==> src/rtl/mem_share_arbiter.sv <==
// Round-robin arbiter sharing one single-port synchronous memory between NUM_REQ
// requesters, with bounded burst lock and in-order read-data return.

module mem_share_arbiter_chk #(
  parameter int NUM_REQ = 4
) (
  input logic               clk,
  input logic               rst_n,
  input logic [NUM_REQ-1:0] req_ready,
  input logic [NUM_REQ-1:0] rsp_valid,
  input logic               mem_en
);

  a_ready_onehot0: assert property (@(posedge clk) disable iff (!rst_n) $onehot0(req_ready));
  a_rsp_onehot0:   assert property (@(posedge clk) disable iff (!rst_n) $onehot0(rsp_valid));
  a_en_one_ready:  assert property (@(posedge clk) disable iff (!rst_n) mem_en |-> $onehot(req_ready));

endmodule

module mem_share_arbiter #(
  parameter int NUM_REQ   = 4,
  parameter int ADDR_W    = 10,
  parameter int DATA_W    = 32,
  parameter int RD_LAT    = 1,
  parameter int MAX_BURST = 8
) (
  input  logic                       clk,
  input  logic                       rst_n,
  input  logic [NUM_REQ-1:0]         req_valid,
  input  logic [NUM_REQ-1:0]         req_we,
  input  logic [NUM_REQ-1:0]         req_lock,
  input  logic [NUM_REQ*ADDR_W-1:0]  req_addr,
  input  logic [NUM_REQ*DATA_W-1:0]  req_wdata,
  output logic [NUM_REQ-1:0]         req_ready,
  output logic [NUM_REQ-1:0]         rsp_valid,
  output logic [DATA_W-1:0]          rsp_rdata,
  output logic                       mem_en,
  output logic                       mem_we,
  output logic [ADDR_W-1:0]          mem_addr,
  output logic [DATA_W-1:0]          mem_wdata,
  input  logic [DATA_W-1:0]          mem_rdata
);

  localparam int IDX_W = (NUM_REQ > 1) ? $clog2(NUM_REQ) : 1;
  localparam int CNT_W = $clog2(MAX_BURST + 1);

  localparam logic [0:0] ST_ARB    = 1'b0;
  localparam logic [0:0] ST_LOCKED = 1'b1;

  logic [0:0]         state_q, state_d;
  logic [IDX_W-1:0]   rr_ptr_q, rr_ptr_d;
  logic [IDX_W-1:0]   owner_q, owner_d;
  logic [CNT_W-1:0]   burst_cnt_q, burst_cnt_d;
  logic [NUM_REQ-1:0] tag_q [RD_LAT];
  logic [NUM_REQ-1:0] rsp_valid_q;
  logic [DATA_W-1:0]  rsp_rdata_q;

  logic               grant_vld_s;
  logic [IDX_W-1:0]   grant_idx_s;
  logic [IDX_W-1:0]   cand_s;
  logic               hit_s;
  logic [NUM_REQ-1:0] grant_oh_s;
  logic               accept_s;

  function automatic logic [IDX_W-1:0] next_idx(input logic [IDX_W-1:0] idx);
    return (idx == IDX_W'(NUM_REQ - 1)) ? {IDX_W{1'b0}} : idx + {{(IDX_W-1){1'b0}}, 1'b1};
  endfunction

  // Grant selection: locked owner, or first valid requester starting at rr_ptr.
  always_comb begin
    grant_vld_s = 1'b0;
    grant_idx_s = rr_ptr_q;
    cand_s      = rr_ptr_q;
    hit_s       = 1'b0;
    case (state_q)
      ST_LOCKED: begin
        grant_vld_s = 1'b1;
        grant_idx_s = owner_q;
      end
      ST_ARB: begin
        for (int k = 0; k < NUM_REQ; k++) begin
          hit_s       = ~grant_vld_s & req_valid[cand_s];
          grant_idx_s = hit_s ? cand_s : grant_idx_s;
          grant_vld_s = grant_vld_s | hit_s;
          cand_s      = next_idx(cand_s);
        end
      end
      default: begin
        grant_vld_s = 1'b0;
        grant_idx_s = rr_ptr_q;
      end
    endcase
  end

  assign grant_oh_s = grant_vld_s ? ({{(NUM_REQ-1){1'b0}}, 1'b1} << grant_idx_s) : {NUM_REQ{1'b0}};
  assign accept_s   = grant_vld_s & req_valid[grant_idx_s];

  assign req_ready = grant_oh_s;
  assign mem_en    = accept_s;
  assign mem_we    = req_we[grant_idx_s];
  assign mem_addr  = req_addr[grant_idx_s*ADDR_W +: ADDR_W];
  assign mem_wdata = req_wdata[grant_idx_s*DATA_W +: DATA_W];

  // Arbitration state transitions and burst accounting.
  always_comb begin
    state_d     = state_q;
    rr_ptr_d    = rr_ptr_q;
    owner_d     = owner_q;
    burst_cnt_d = burst_cnt_q;
    case (state_q)
      ST_ARB: begin
        if (accept_s && req_lock[grant_idx_s] && (MAX_BURST > 1)) begin
          state_d     = ST_LOCKED;
          owner_d     = grant_idx_s;
          burst_cnt_d = {{(CNT_W-1){1'b0}}, 1'b1};
        end else if (accept_s) begin
          rr_ptr_d = next_idx(grant_idx_s);
        end else begin
          state_d = ST_ARB;
        end
      end
      ST_LOCKED: begin
        // Owner is always ready here, so req_valid[owner] means the beat is accepted.
        if (!req_valid[owner_q] || !req_lock[owner_q] ||
            (burst_cnt_q + {{(CNT_W-1){1'b0}}, 1'b1}) == CNT_W'(MAX_BURST)) begin
          state_d     = ST_ARB;
          rr_ptr_d    = next_idx(owner_q);
          burst_cnt_d = {CNT_W{1'b0}};
        end else begin
          burst_cnt_d = burst_cnt_q + {{(CNT_W-1){1'b0}}, 1'b1};
        end
      end
      default: begin
        state_d     = ST_ARB;
        burst_cnt_d = {CNT_W{1'b0}};
      end
    endcase
  end

  // Arbitration state registers.
  always_ff @(posedge clk or negedge rst_n) begin
    if (!rst_n) begin
      state_q     <= ST_ARB;
      rr_ptr_q    <= {IDX_W{1'b0}};
      owner_q     <= {IDX_W{1'b0}};
      burst_cnt_q <= {CNT_W{1'b0}};
    end else begin
      state_q     <= state_d;
      rr_ptr_q    <= rr_ptr_d;
      owner_q     <= owner_d;
      burst_cnt_q <= burst_cnt_d;
    end
  end

  // Read tag pipeline, aligned with the memory read latency, and registered response.
  always_ff @(posedge clk or negedge rst_n) begin
    if (!rst_n) begin
      for (int i = 0; i < RD_LAT; i++) tag_q[i] <= {NUM_REQ{1'b0}};
      rsp_valid_q <= {NUM_REQ{1'b0}};
      rsp_rdata_q <= {DATA_W{1'b0}};
    end else begin
      tag_q[0] <= (accept_s && !mem_we) ? grant_oh_s : {NUM_REQ{1'b0}};
      for (int i = 1; i < RD_LAT; i++) tag_q[i] <= tag_q[i-1];
      rsp_valid_q <= tag_q[RD_LAT-1];
      if (|tag_q[RD_LAT-1]) rsp_rdata_q <= mem_rdata;
    end
  end

  assign rsp_valid = rsp_valid_q;
  assign rsp_rdata = rsp_rdata_q;

  mem_share_arbiter_chk #(.NUM_REQ(NUM_REQ)) u_chk (
    .clk       (clk),
    .rst_n     (rst_n),
    .req_ready (req_ready),
    .rsp_valid (rsp_valid),
    .mem_en    (mem_en)
  );

endmodule

==> config.mk <==
export PLATFORM = sky130hd
export DESIGN_NAME = mem_share_arbiter
export DESIGN_NICKNAME = d
export VERILOG_FILES = /design/src/rtl/mem_share_arbiter.sv
export SDC_FILE = /design/constraint.sdc
export NUM_CORES = 1
export LEC_CHECK = 0
export CORE_AREA = 2 2 116 118
export DETAILED_ROUTE_END_ITERATION = 8
export DIE_AREA = 0 0 118 120
export DONT_BUFFER_PORTS = 1
export PLACE_DENSITY = 0.47
export SYNTH_ARGS = -nofsm -noshare
export SYNTH_HDL_FRONTEND = slang
export SYNTH_SLANG_ARGS = --single-unit
==> constraint.sdc <==
create_clock -name clk -period 4.55 [get_ports clk]
set_clock_uncertainty 0.05 [all_clocks]
set_input_delay 0.91 -clock clk [delete_from_list [all_inputs] [get_ports clk]]
set_output_delay 0.91 -clock clk [all_outputs]
set_load 0.03 [all_outputs]
==> results of run 1 <==
logic make-up (layout without fill, tap and decap cells):
kind of cell	Yosys count	count (layout)	synth area share, %
flops	49	49	31.2
simple gates	185	185	20.2
compound gates	93	93	17.6
buf+inv	44	79	5.47
other cells	0	2	0
fa+ha+maj	8	8	2.54
xor+xnor	2	2	0.445
mux	78	78	22.5
flip-flops by register name (all words and copies together) (netlist names):
signal       cells
tag_q            4
rsp_rdata       32
owner_q          2
state_q          1
burst_cnt_q      4
rsp_valid        4
rr_ptr_q         2
metal layers:
layer	up-vias	GRT usage (%)	part of all wire (%)	wire, um
li1	1705	-	-	-
met1	1776	23.7	40	5850
met2	234	30.6	48	6900
met3	9	5.80	11	1520
met4	2	4.52	1.2	171
met5	-	0	0.090	13
layout make-up:
cell class	count	area (sq um)	area share, %
clock buffers	5	125	2.64
clock inverters	3	65.1	1.37
multi-input cells	366	2520	53.2
repair buffers	60	531	11.2
inverters	11	42.5	0.899
diodes	2	5.00	0.106
well taps	176	220	4.65
flip-flops and latches	49	1230	25.9
synthesized netlist by cell type, types with 6 or more instances:
cell	n	share of area (%)
a21oi_1	6	0.76
a31oi_1	45	7.2
and2_1	11	1.7
buf_2	13	1.7
clkbuf_1	12	1.1
dfrtp_1	49	31
ha_1	8	2.5
inv_1	10	0.95
mux2_2	74	21
nand2_1	98	9.4
nand3_1	11	1.4
nor2_1	48	4.6
o21ai_0	11	1.4
critical path, stage by stage, from the launching register on:
cell and delay (ns):
dfrtp_1 0.40, ha_2 0.41, mux2i_1 0.14, mux2i_1 0.38, a2111oi_4 0.12, or4b_4 0.56, nand2_4 0.17, clkinv_2 0.25
buf_12 0.24, ha_1 0.17, and2_1 0.27
stage by stage:
stage | setup slack, ns | cell area [sq um] | hold slack, ns | utilization [%]
floorplan | 0.0536 | 3930 | 0.304 | -
global route | 0.0401 | 4730 | 0.247 | 36.5
finish | 0.192 | 4730 | 0.267 | 36.5
detailed placement | 0.214 | 4480 | 0.336 | 34.5
CTS | 0.0448 | 4690 | 0.256 | 36.1
global placement | 0.247 | 4480 | 0.328 | 34.5
worst paths after layout:
| path | startpoint | to | slack [ns] | depth (start not counted) |
|---|---|---|---|---|
| min in group clk | tag_q[3] | rsp_valid[3] | 0.35 | 0 |
| max reg2reg | rr_ptr_q[1] | owner_q[1] | 1.00 | 9 |
| max in group asynchronous | rst_n | rsp_rdata[31] | 4.09 | 0 |
| min reg2reg | tag_q[3] | rsp_valid[3] | 0.35 | 0 |
| min | rst_n | rr_ptr_q[0] | 0.27 | 0 |
| max | rr_ptr_q[1] | req_ready[1] | 0.19 | 10 |
repair_timing:
action / CTS / global route
buffers inserted: 2 / 0
cloned: 0 / 1
setup endpoints to repair: 15 / 41
hold buffers: 0 / 0
gates resized for setup: 0 / 6
pin swaps: 1 / 0
endpoints found under the hold margin: 0 / 0
==> run summary, run 1 <==
Outcome = completed
CP arrival = 3.40 ns
I/O pin count = 298
Max-slew violation count = 0
Clk slew on worst S/H paths = 0.06 ns
Synth cell types = 59
Post-synth EDFFs = 0
Port Buffers = 0
Drt pass-1 iters = 7
First-pass GRT wire length = 20200 um
DR iter-0 viols = 301
Crit start category = flip-flop
Slew headroom = 57.2%
Dpl hpwl = 11700 um
Commonest non-fill, non-tap cell in the layout = nand2_1
Total core area = 13000 sq um
Die width = 118 um
Skew-Pair Late Insertion Delay = 0.28 ns
Crit path time final = 4.36 ns
Placed cells = 659
Number of synthesized register bits = 49
Initial antenna violation count = 4
Pin count of the biggest net entering global routing = 50
Unrepaired setup endpoints after global routing = false
GRT Overall Usage = 18.5%
Worst Path Required = 3.59 ns
Vias = 3726
Worst slew pin tran = 0.641 ns
Drc violations = 0
Syn_area_per_cell = 8.57 sq um
NumNets Final = 715
H-tree depth = 2
Synthesized area = 3930 sq um
Commonest non-fill, non-tap cells in the layout = nand2_1 (97), mux2_2 (74), buf_4 (54), dfrtp_1 (49), nor2_1 (48)
Synth Warn # = 0
Routed WL = 14500 um
Post-synth net total = 681
Setup TNS Final = 0 ns
CP max FO = 15
# setup viols final = 0
GPL Wtd Cong = 0.901
Routed WL per cell = 21.5 um
Post-route ant nets = 0
Seq/Total Area, Yosys = 31.2%
Hold Path Class = input port to async pin
Syn Inst Count = 459
Die area = 14200 sq um
Initial Utilization = 30.3%
Final hold violation count = 0
Overflow after GRT = 0
Clk root buf = clkbuf_16
Fmax = 229 MHz
Final non-filler cell total = 672
Die Height = 120 um
TritonCTS Buffers = 5
Final-layout fill cell count = 1340
CP Capture Type = output pin
Vias in the first global route = 3498
DR vias/cell = 5.54
Async SR Flop Fraction = 100%
Final worst-path cycle share = 95.8%
Post-synth top flop = dfrtp_1
Row count = 42
Type of the worst setup path = flip-flop to output pin
Max Cap Viol = 0
CTS tree = yes
CTS max path bufs = 2
Syn-to-layout area delta = 20.4%
Clk sink count = 49
Layout cell share with drive strength beyond 1 = 33.0%
Power of run 1 is left out: the tool's default activity adds up to more than one toggle a clock period on the data nets, which glitch-free logic cannot reach.
==> inputs of run 2 (changes only) <==
--- a/config.mk
+++ b/config.mk
@@ -10,6 +10,7 @@
 export DIE_AREA = 0 0 118 120
 export DONT_BUFFER_PORTS = 1
 export PLACE_DENSITY = 0.47
+export REMOVE_ABC_BUFFERS = 1
 export SYNTH_ARGS = -nofsm -noshare
 export SYNTH_HDL_FRONTEND = slang
 export SYNTH_SLANG_ARGS = --single-unit
==> run summary, run 2 (synthesis gave the netlist of run 1 again) <==
Outcome = completed
First-pass GRT wire length = 19600 um
GRT Overall Usage = 17.5%
Final hold violation count = 0
Commonest non-fill, non-tap cells in the layout = nand2_1 (97), mux2_2 (74), buf_4 (60), dfrtp_1 (49), nor2_1 (48)
Worst slew pin tran = 0.690 ns
Worst R2R Setup Slack = 0.94 ns
Die width = 118 um
# setup viols final = 0
Commonest non-fill, non-tap cell in the layout = nand2_1
CTS max path bufs = 2
Routed WL = 13200 um
Worst Path Required = 3.59 ns
Clk slew on worst S/H paths = 0.06 ns
NumNets Final = 720
Vias in the first global route = 3582
Final worst-path cycle share = 97.1%
Drt pass-1 iters = 4
Layout cell share with drive strength beyond 1 = 33.7%
Reg2Reg Depth = 9
Clk root buf = clkbuf_16
TritonCTS Buffers = 5
CP Capture Type = output pin
CTS tree = yes
Unrepaired setup endpoints after global routing = false
Initial Utilization = 30.3%
DR iter-0 viols = 270
Type of the worst setup path = flip-flop to output pin
GPL Wtd Cong = 0.904
Crit path time final = 4.42 ns
Clk sink count = 49
Routed WL per cell = 19.6 um
Skew-Pair Late Insertion Delay = 0.28 ns
Dpl hpwl = 10800 um
Slew headroom = 53.9%
Hold Path Class = input port to async pin
Overflow after GRT = 0
Die area = 14200 sq um
Max Cap Viol = 0
Post-route ant nets = 0
Max-slew violation count = 0
Total core area = 13000 sq um
Port Buffers = 0
RR Endpoint = owner_q[1]
H-tree depth = 2
Vias = 3655
Worst r2r src = rr_ptr_q[0]
DR vias/cell = 5.41
Initial antenna violation count = 1
Critical Path Start = rr_ptr_q[0]
Max reg flops = 32
Fmax = 226 MHz
Drc violations = 0
CP arrival = 3.46 ns
Crit start category = flip-flop
Syn-to-layout area delta = 20.5%
Pin count of the biggest net entering global routing = 60
Antenna diode count = 0
Row count = 42
I/O pin count = 298
Die Height = 120 um
Setup TNS Final = 0 ns
CP max FO = 27
-- run 2: cell types whose count changed in the layout (fill, tap and decap cells not counted), sizes merged --
cell and delta:
diode -2, clkinv -2, nand2 +1, inv +2
buf +5, clkbuf -1
-- run 2: worst max-delay path by stage --
stage,endpoint,slack (ns),depth (start not counted)
floorplan,req_ready[1],-1.56,7
global placement,mem_wdata[27],0.25,10
detailed placement,mem_wdata[19],0.25,9
CTS,mem_wdata[19],0.03,11
global route,mem_wdata[27],0.02,11
finish,mem_wdata[27],0.13,11
-- run 2: final cells by class --
type,count,area (sq um)
tap,176,220
clock buffer,5,125
multi-input combinational,367,2530
clock inverter,3,68.8
inverter,11,41.3
fill,1351,8240
sequential,49,1230
timing repair buffer,64,531
-- run 2: critical path: stages (launching register included) --
cell and delay, ns:
dfrtp_1 0.39, ha_1 0.29, o21ai_0 0.45, o221a_2 0.30, a2111oi_4 0.06, or4b_4 0.58
nand2_4 0.16, buf_12 0.19, mux2_2 0.34, nor2_1 0.12, a31oi_2 0.07, buf_4 0.20
-- run 2: timing repair --
action | 4_1_cts | 5_1_grt
endpoints found under the setup margin | 0 | 40
hold buffers | 0 | 0
buffers inserted | 0 | 3
gates resized for setup | 0 | 5
-- run 2: stage by stage --
| stage | utilization [%] | setup slack (ns) | hold WS (ns) | instances | cell area (sq um) |
|---|---|---|---|---|---|
| after floorplan | - | -1.56 | 0.304 | 426 | 3760 |
| after global placement | 34.7 | 0.252 | 0.338 | 663 | 4500 |
| after detailed placement | 34.7 | 0.254 | 0.335 | 663 | 4500 |
| after CTS | 36.2 | 0.0350 | 0.257 | 671 | 4700 |
| after global routing | 36.5 | 0.0189 | 0.247 | 675 | 4740 |
| final | 36.5 | 0.134 | 0.266 | 675 | 4740 |
-- run 2: per-layer routing --
metal	wire (um)	GRT usage (%)	vias up
met3	1020	3.28	11
li1	-	-	1714
met5	7	0	-
met1	5470	22.6	1714
met2	6560	30.2	214
met4	179	4.52	2
Power of run 2 is left out for the same reason.
==> inputs of run 3 (changes only) <==
--- a/config.mk
+++ b/config.mk
@@ -11,6 +11,8 @@
 export DONT_BUFFER_PORTS = 1
 export PLACE_DENSITY = 0.47
 export REMOVE_ABC_BUFFERS = 1
+export SKIP_LAST_GASP = 1
+export SLEW_MARGIN = 15
 export SYNTH_ARGS = -nofsm -noshare
 export SYNTH_HDL_FRONTEND = slang
 export SYNTH_SLANG_ARGS = --single-unit
==> results of run 3 <==
The final DEF is identical to that of run 2; final timing and power are the same.
Power of run 3 is left out for the same reason.
